**config.mk**
```make
export PLATFORM = sky130hd
export DESIGN_NAME = branch_redirect_unit
export DESIGN_NICKNAME = d
export VERILOG_FILES = /design/src/rtl/branch_redirect_unit.sv
export SDC_FILE = /design/constraint.sdc
export NUM_CORES = 1
export LEC_CHECK = 0
export BUFFER_PORTS_ARGS = -buffer_cell sky130_fd_sc_hd__buf_2
export CORE_MARGIN = 1.5
export CORE_UTILIZATION = 35
export DETAILED_ROUTE_END_ITERATION = 6
export PLACE_DENSITY = 0.65
export SLEW_MARGIN = 0
export SYNTH_ARGS = -nofsm -noshare
export SYNTH_HDL_FRONTEND = slang
export SYNTH_SLANG_ARGS = --single-unit
export TNS_END_PERCENT = 5
```
**constraint.sdc**
```tcl
create_clock -name clk -period 2.15 [get_ports clk]
set_clock_uncertainty 0.05 [all_clocks]
set_input_delay 0.215 -clock clk [delete_from_list [all_inputs] [get_ports clk]]
set_output_delay 0.215 -clock clk [all_outputs]
set_load 0.01 [all_outputs]
```
**src/rtl/branch_redirect_unit.sv**
```systemverilog
// -----------------------------------------------------------------------------
// branch_redirect_unit
//
// Consumes the ID-stage compare result and resolves control transfers
// (conditional branches, JAL, JALR). When a transfer is taken and its target
// is word aligned, a redirect request is raised towards IF with a valid/ready
// handshake. Once IF accepts, the IF/ID contents are squashed for
// FLUSH_CYCLES cycles. ID is held stalled for as long as a redirect is in
// flight. A taken transfer to a target that is not 4-byte aligned does not
// redirect; it raises a one-cycle misaligned-target exception instead.
//
// Parameters
//   WIDTH        address/data width
//   FLUSH_CYCLES cycles flush_if is held after the redirect handshake (>=1)
//   CNT_W        width of the completed-redirect counter
//
// Ports
//   clk          in   rising-edge clock
//   rst_n        in   asynchronous active-low reset
//   id_valid     in   ID holds a valid instruction
//   id_branch    in   conditional branch, taken when cmp_flag is set
//   id_jal       in   JAL, always taken
//   id_jalr      in   JALR, always taken
//   id_pc        in   PC of the ID instruction
//   id_imm       in   sign-extended immediate
//   id_rs1       in   forwarded rs1 value, JALR base
//   cmp_flag     in   compare result, already selected per funct3
//   redir_ready  in   IF accepts the redirect
//   redir_valid  out  redirect request to IF
//   redir_pc     out  redirect target, stable while redir_valid is high
//   flush_if     out  squash IF/ID register contents
//   id_stall     out  freeze the ID stage
//   misalign_exc out  one-cycle pulse, taken target not 4-byte aligned
//   taken_cnt    out  number of completed redirects, wraps
// -----------------------------------------------------------------------------
module branch_redirect_unit #(
  parameter int WIDTH        = 32,
  parameter int FLUSH_CYCLES = 1,
  parameter int CNT_W        = 16
) (
  input  logic             clk,
  input  logic             rst_n,
  input  logic             id_valid,
  input  logic             id_branch,
  input  logic             id_jal,
  input  logic             id_jalr,
  input  logic [WIDTH-1:0] id_pc,
  input  logic [WIDTH-1:0] id_imm,
  input  logic [WIDTH-1:0] id_rs1,
  input  logic             cmp_flag,
  input  logic             redir_ready,
  output logic             redir_valid,
  output logic [WIDTH-1:0] redir_pc,
  output logic             flush_if,
  output logic             id_stall,
  output logic             misalign_exc,
  output logic [CNT_W-1:0] taken_cnt
);

  // Flush counter only needs to hold FLUSH_CYCLES down to 1.
  localparam int FC_W = (FLUSH_CYCLES < 2) ? 1 : $clog2(FLUSH_CYCLES + 1);
  localparam logic [FC_W-1:0] FC_LOAD = FC_W'(FLUSH_CYCLES);
  localparam logic [FC_W-1:0] FC_ONE  = FC_W'(1);

  typedef enum logic [1:0] {
    ST_IDLE  = 2'd0,
    ST_REQ   = 2'd1,
    ST_FLUSH = 2'd2
  } state_t;

  state_t           state, state_nxt;
  logic [FC_W-1:0]  fcnt, fcnt_nxt;
  logic [WIDTH-1:0] pc_nxt;
  logic [CNT_W-1:0] cnt_nxt;
  logic             rv_nxt;
  logic             fl_nxt;
  logic             exc_nxt;

  logic             take;
  logic [WIDTH-1:0] target;

  // JALR forms its target from rs1 and clears bit 0; every other taken
  // transfer is PC-relative. The adds wrap modulo 2^WIDTH.
  function automatic logic [WIDTH-1:0] calc_target(
    input logic             jalr,
    input logic [WIDTH-1:0] pc,
    input logic [WIDTH-1:0] imm,
    input logic [WIDTH-1:0] rs1
  );
    logic [WIDTH-1:0] sum;
    if (jalr) begin
      sum    = rs1 + imm;
      sum[0] = 1'b0;
    end else begin
      sum = pc + imm;
    end
    return sum;
  endfunction

  function automatic logic is_aligned(input logic [WIDTH-1:0] t);
    return (t[1:0] == 2'b00);
  endfunction

  // The type flags are not one-hot guaranteed; the OR decides taken-ness and
  // jalr wins target selection, which gives jalr > jal > branch priority.
  assign take   = id_valid & ((id_branch & cmp_flag) | id_jal | id_jalr);
  assign target = calc_target(id_jalr, id_pc, id_imm, id_rs1);

  // Stall follows the registered state only, so it never depends on inputs
  // of the current cycle.
  assign id_stall = (state != ST_IDLE);

  always_comb begin
    state_nxt = state;
    fcnt_nxt  = fcnt;
    pc_nxt    = redir_pc;
    cnt_nxt   = taken_cnt;
    rv_nxt    = redir_valid;
    fl_nxt    = flush_if;
    exc_nxt   = 1'b0;

    case (state)
      ST_IDLE: begin
        rv_nxt = 1'b0;
        fl_nxt = 1'b0;
        if (take) begin
          if (is_aligned(target)) begin
            pc_nxt    = target;
            rv_nxt    = 1'b1;
            state_nxt = ST_REQ;
          end else begin
            exc_nxt = 1'b1;
          end
        end
      end

      // Request is held, target frozen, until IF accepts.
      ST_REQ: begin
        if (redir_valid && redir_ready) begin
          rv_nxt    = 1'b0;
          cnt_nxt   = taken_cnt + CNT_W'(1);
          fcnt_nxt  = FC_LOAD;
          fl_nxt    = 1'b1;
          state_nxt = ST_FLUSH;
        end
      end

      ST_FLUSH: begin
        if (fcnt == FC_ONE) begin
          fcnt_nxt  = '0;
          fl_nxt    = 1'b0;
          state_nxt = ST_IDLE;
        end else begin
          fcnt_nxt = fcnt - FC_ONE;
        end
      end

      default: begin
        rv_nxt    = 1'b0;
        fl_nxt    = 1'b0;
        fcnt_nxt  = '0;
        state_nxt = ST_IDLE;
      end
    endcase
  end

  // State and registered outputs
  always_ff @(posedge clk or negedge rst_n) begin
    if (!rst_n) begin
      state        <= ST_IDLE;
      fcnt         <= '0;
      redir_valid  <= 1'b0;
      redir_pc     <= '0;
      flush_if     <= 1'b0;
      misalign_exc <= 1'b0;
      taken_cnt    <= '0;
    end else begin
      state        <= state_nxt;
      fcnt         <= fcnt_nxt;
      redir_valid  <= rv_nxt;
      redir_pc     <= pc_nxt;
      flush_if     <= fl_nxt;
      misalign_exc <= exc_nxt;
      taken_cnt    <= cnt_nxt;
    end
  end

endmodule

```
== Yosys cells after proc, flatten, opt, wreduce, memory -nomap -nowiden ==
Cells that the tools add are included.
W data, S select, Z words.
Operators by class
  $add $sub $neg: 4
  eq/ne operators: 6
  bitwise operators: 6
  muxes and demuxes: 18
  reduce and logical (&&, ||, !) cells: 10
Operators by type and width (number)
  $add A32 B32 Y32: 2
  $mux W32: 1
  $add A16 B1 Y16 const B: 1
  $mux W1: 9
  $mux W2: 4
  $ne A2 B2 Y1 const B: 4
  $reduce_and A2 Y1: 4
  $pmux W1 S3: 2
  $pmux W2 S3: 1
  $logic_not A2 Y1: 2
  $reduce_and A4 Y1: 1
  $reduce_and A3 Y1: 1
  $and A1 B1 Y1: 2
  $eq A2 B1 Y1 const B: 1
  $eq A2 B2 Y1 const B: 1
  $not A1 Y1: 2
  $or A1 B1 Y1: 2
  $pmux W1 S2: 1
  $reduce_bool A2 Y1: 1
  $logic_and A1 B1 Y1: 1
  $sub A1 B1 Y1 const B: 1
Word-level totals
  register bits after elaboration: 54
  output and inout port bits: 52
  word-level logic and storage cells: 51
  input bits: 104

== Longest topological paths before layout ==
  depth after elaboration: 6
  depth in mapped cells: 11
  depth with buffers taken out: 11

== Worst setup path after synthesis ==
Ideal clock, no wire load.
  path type: input to register
  start: in id_pc[0]
  end: reg redir_pc[24]
  library setup time: 126 ps
  arrival: 2482 ps
  slack: -508 ps
  path buffers: 0
  stages: 11
  cell sequence: ha_1 -> fa_1 -> a21oi_1 -> o21ai_1 -> a21oi_2 -> o31ai_2 -> a221o_1 -> a21oi_2 -> o21a_1 -> xnor2_1 -> a221o_1
Between the ends
  word-level cells in the longest chain between the ends: 4
Ends and longest elaborated chain
  from (decl): RTL line 47  | input logic [WIDTH-1:0] id_pc,
  $add A32 B32 Y32 *: RTL line 95  | sum = pc + imm;
  $mux W32 *: RTL line 91  | if (jalr) begin
  $logic_not A2 Y1: RTL line 101  | return (t[1:0] == 2'b00);
  $reduce_and A3 Y1 (no line)
  to (signal assigned): RTL line 181  | redir_pc <= pc_nxt;
  to (decl): RTL line 53  | output logic [WIDTH-1:0] redir_pc,
Every way passes the cells marked *; elsewhere a longest branch is shown, timed or not.
A chain may end at the register's enable or synchronous reset.

== Worst setup path after layout ==
  start: in id_imm[0]
  end: reg redir_pc[24]
Between the ends
  word-level cells in the longest chain between the ends: 4
  elaborated cells between the ends (all ways): 5
  classes of those cells: add/sub: 2; mux: 1; reduce/logical: 2
Ends and longest elaborated chain
  from (decl): RTL line 48  | input logic [WIDTH-1:0] id_imm,
  $add A32 B32 Y32 (on tied branches): RTL line 95, 92
  $mux W32 *: RTL line 91
  $logic_not A2 Y1: RTL line 101
  $reduce_and A3 Y1 (no line)
Marked as above.

==> results list <==
* Period minus WS final: 2500 ps
- The floorplan step defined a die boundary enclosing 17400 um2.
- Fin. Hold Viols: 0
- Largest fanout on the critical path: 3
- Once layout is complete, the cells apart from fillers number between 1000 and 1500.
* Layout overhead on the synthesized area: 52.3%
- Measured against its own limit, the worst slew margin works out to 0.686.
- The repair_antennas step left the layout with diodes totalling 0.
- Antenna Violating Nets Remaining: 0
- The tool flagged a number of max-cap violations equal to 0.
- Counting every net in the synthesized netlist gives 896.
- Total number of nets in the final design: ~1200
- For this configuration, the core starts out at a cell density of 0.362.
* Worst reg2reg endpoint: taken_cnt[15]$_DFFE_PN0P_
- Fraction of registers with async set/reset: 1.00
- At the placement stage, the worst setup path has a slack of -821 ps.
- Clock-pin slew on the worst setup and hold paths: approximately 70 ps
- Maximum ir drop on the vdd rail: 0.000311 V
* Aggregate routed wire length: 18600 um
* Critical register-to-register path startpoint: state[1]$_DFFE_PN0P_
- Total routing resource utilization after global routing: 0.207
- Number of storage elements in the synthesis netlist: 54
* Arrival time at the worst endpoint: between 2000 and 3000 ps
* Fmax: 400 MHz
* Critical setup path kind: in2reg
- In this run, the number of DRC markers left after iteration 0 of detailed routing was approximately 450.
- Detailed placement finished with a half-perimeter wire length of 15500 um.
* Number of buffers between clock root and the deepest sink: 2
- In this run, distinct cell masters in the synthesized netlist total 68.
* Pwr per Cell Area: about 600 nW/um2
- The clock drives 54 sinks.
- The clock tree synthesis step divided the H-tree into 2 levels.
- Y dimension of the die: roughly 130 um
* Initial antenna violation count: 0
- For the worst setup path, the data required time is 2280 ps.
- Via count of the first global-routing pass: 6296
* Setup repair after global routing missed its margin: true
* Boundary Pins: 156
- At the pin with the least slew margin, the transition time is 465 ps.
* Post-route clock period utilization: 1.16
- TritonCTS built the clock tree.
- Dividing the detail-routed via count by the number of cells gives 5.10.
* Inserted Clock Buffers: 5
- The worst setup path is launched from a primary input.
- Ratio of cells with drive above 1 in the final layout: 0.410
* Count of TritonRoute iterations in the first routing pass: 7
- Hold path cells: 3
* Port bufs: between 150 and 200
* Number of synthesized flops with an enable pin: 0
- Pin count of the biggest net entering global routing: 36
- Routability-driven placement congestion ratio: 0.890
- Worst hold path endpoint: misalign_exc$_DFF_PN0_
- Library cell used as clock root buffer: sky130_fd_sc_hd__clkbuf_16
- The cell area that synthesis handed to floorplanning was 5810 um2.
* Violations in the final reports: setup timing
* Hold Crit Start: id_valid
- Mean post-synth cell area: 8.01 um2
- Wire length of the first global-routing pass: 29900 um
* Ys flop type: sky130_fd_sc_hd__dfrtp_1
* Worst Setup End Kind: flip-flop
- The analysis attributes to cell leakage a power of 4.46 nW.
- Synth warnings: 0
- Count of final max-slew check failures: 0
- Counting the fill cells in the layout gives 1494.
- At the later pin of the worst-skew pair, clock insertion delay measures between 200 and 300 ps.
- In this run the standard cell core region covers 16100 um2.
- Across all setup checks in the final design, the least slack found is -351 ps.
- Across all layers, the routed design uses 6566 vias.
- Placed cell count: 1268
* DRC violations left: 0
* Number of failing setup endpoints in the final timing report: 17
* DR WL/cell: 14.4 um
- Cells after Synth: 725
* Remaining Overflow, GRT: 0
- The share of the Yosys chip area taken by registers is 0.233.
* Worst min path class: in2reg
- For the worst flop-to-flop path, the logic depth is 8.
* Status: finished with violations
* Horizontal die dimension: around 130 um
- For flop-to-flop paths, the worst setup slack is roughly 330 ps.
* Number of standard-cell rows in the floorplan: 46
==> layer usage <==
layer	GRT usage	wire length, um	vias to the layer above
li1	-	-	3345
met1	0.285	8670	3010
met2	0.351	8740	188
met3	0.0227	821	23
met4	0.0438	342	0
met5	0	0	-
==> cell usage after synthesis, drive strengths merged, types with 5 or more instances <==
library cell,n,area [um2]
o41ai,6,75.1
xor2,24,210
and2,7,43.8
inv,27,101
clkbuf,21,78.8
dfrtp,54,1350
nor3,6,30.0
o21bai,12,90.1
o31ai,8,65.1
ha,65,813
a31oi,9,71.3
a21oi,82,437
xnor2,43,377
nand2,85,319
nor3b,9,67.6
and3,11,70.1
nand4,9,56.3
a21boi,6,48.8
nor2,58,218
nand3,23,115
o21ai,56,280
a221oi,5,78.8
nand2b,7,43.8
a211oi,6,45.0
o211ai,8,60.1
a21o,22,165
==> sequential cells by signal (all words and copies together), names as in the netlist <==
signal / cells
state: 2
redir_valid: 1
flush_if: 1
misalign_exc: 1
redir_pc: 32
fcnt: 1
taken_cnt: 16
==> power by group <==
group / switching, mW / internal (mW)
combinational: 1.56 / 1.42
sequential: 0.200 / 1.32
clock: 0.370 / 0.468
==> area by class of cell <==
| class | instances | area (um2) | area share |
|---|---|---|---|
| Timing Repair Buffer | 364 | 2400 | 0.272 |
| Clock inverter | 2 | 17.5 | 0.00198 |
| Inverter | 27 | 101 | 0.0115 |
| Sequential cell | 54 | 1350 | 0.153 |
| Multi-Input combinational cell | 619 | 4560 | 0.516 |
| Tap cell | 216 | 270 | 0.0306 |
| Clock buffer | 6 | 139 | 0.0157 |
==> worst max-delay path by stage <==
stage                    from                        to  slack, ps  cells past startpoint
CTS                 id_rs1[0]  redir_pc[30]$_DFFE_PN0P_       -410                     12
global route        id_rs1[0]  redir_pc[16]$_DFFE_PN0P_       -470                     15
floorplan            id_pc[0]  redir_pc[24]$_DFFE_PN0P_       -350                     11
detailed placement  id_imm[2]  redir_pc[25]$_DFFE_PN0P_       -820                     14
finish              id_imm[0]  redir_pc[24]$_DFFE_PN0P_       -350                     12
global placement    id_imm[2]  redir_pc[25]$_DFFE_PN0P_       -780                     14
==> through the flow <==
| step | hold slack, ps | utilization | instance area (um2) | power, mW | setup TNS [ps] |
|---|---|---|---|---|---|
| 2_1_floorplan | -131 | - | 5840 | 3.04 | -3010 |
| 3_3_place_gp | 147 | 0.515 | 8260 | 4.31 | -11940 |
| 3_5_place_dp | 145 | 0.515 | 8260 | 4.36 | -12910 |
| 4_1_cts | 104 | 0.535 | 8600 | 5.27 | -4120 |
| 5_1_grt | 105 | 0.551 | 8840 | 5.73 | -6280 |
| 6_report | 112 | 0.551 | 8840 | 5.34 | -3860 |
==> worst max-delay path, stage by stage <==
cell and delay [ps]:
sky130_fd_sc_hd__buf_8 100, sky130_fd_sc_hd__ha_4 150, sky130_fd_sc_hd__fa_2 370, sky130_fd_sc_hd__a21oi_4 170, sky130_fd_sc_hd__o21ai_2 80, sky130_fd_sc_hd__a21oi_2 220, sky130_fd_sc_hd__o31ai_4 110, sky130_fd_sc_hd__a221o_1 430
sky130_fd_sc_hd__a21oi_4 210, sky130_fd_sc_hd__o21a_1 170, sky130_fd_sc_hd__xnor2_1 80, sky130_fd_sc_hd__a221o_1 310
==> cells by family after synthesis <==
kind of cell	synth area share
adder cells (fa/ha/maj)	0.147
XOR/XNOR	0.101
AND/OR/NAND/NOR	0.182
multiplexers	0.0127
AO/OA/AOI/OAI	0.290
buffers and inverters	0.0343
flip-flops	0.233
==> timing repair <==
| action | 4_1_cts | 5_1_grt |
|---|---|---|
| hold buffers | 1 | 0 |
| hold endpoints to repair | 20 | 0 |
| endpoints found under the setup margin | 20 | 24 |
| pin swaps | 27 | 33 |
| setup buffers | 2 | 9 |
| gates resized for setup | 33 | 35 |
==> placed cells by master, fill, tap and decap left out, types with 11 or more instances in the layout <==
cell type	n
sky130_fd_sc_hd__ha_1	60
sky130_fd_sc_hd__o21bai_1	11
sky130_fd_sc_hd__xnor2_1	41
sky130_fd_sc_hd__buf_4	203
sky130_fd_sc_hd__dfrtp_1	54
sky130_fd_sc_hd__buf_2	150
sky130_fd_sc_hd__a21oi_2	14
sky130_fd_sc_hd__o21ai_0	45
sky130_fd_sc_hd__a21oi_1	65
sky130_fd_sc_hd__xor2_1	23
sky130_fd_sc_hd__nand2_1	83
sky130_fd_sc_hd__nor2_1	56
sky130_fd_sc_hd__a21o_1	22
sky130_fd_sc_hd__inv_1	27
sky130_fd_sc_hd__nand3_1	23
Note: power is estimated with default switching activity, not from simulation.
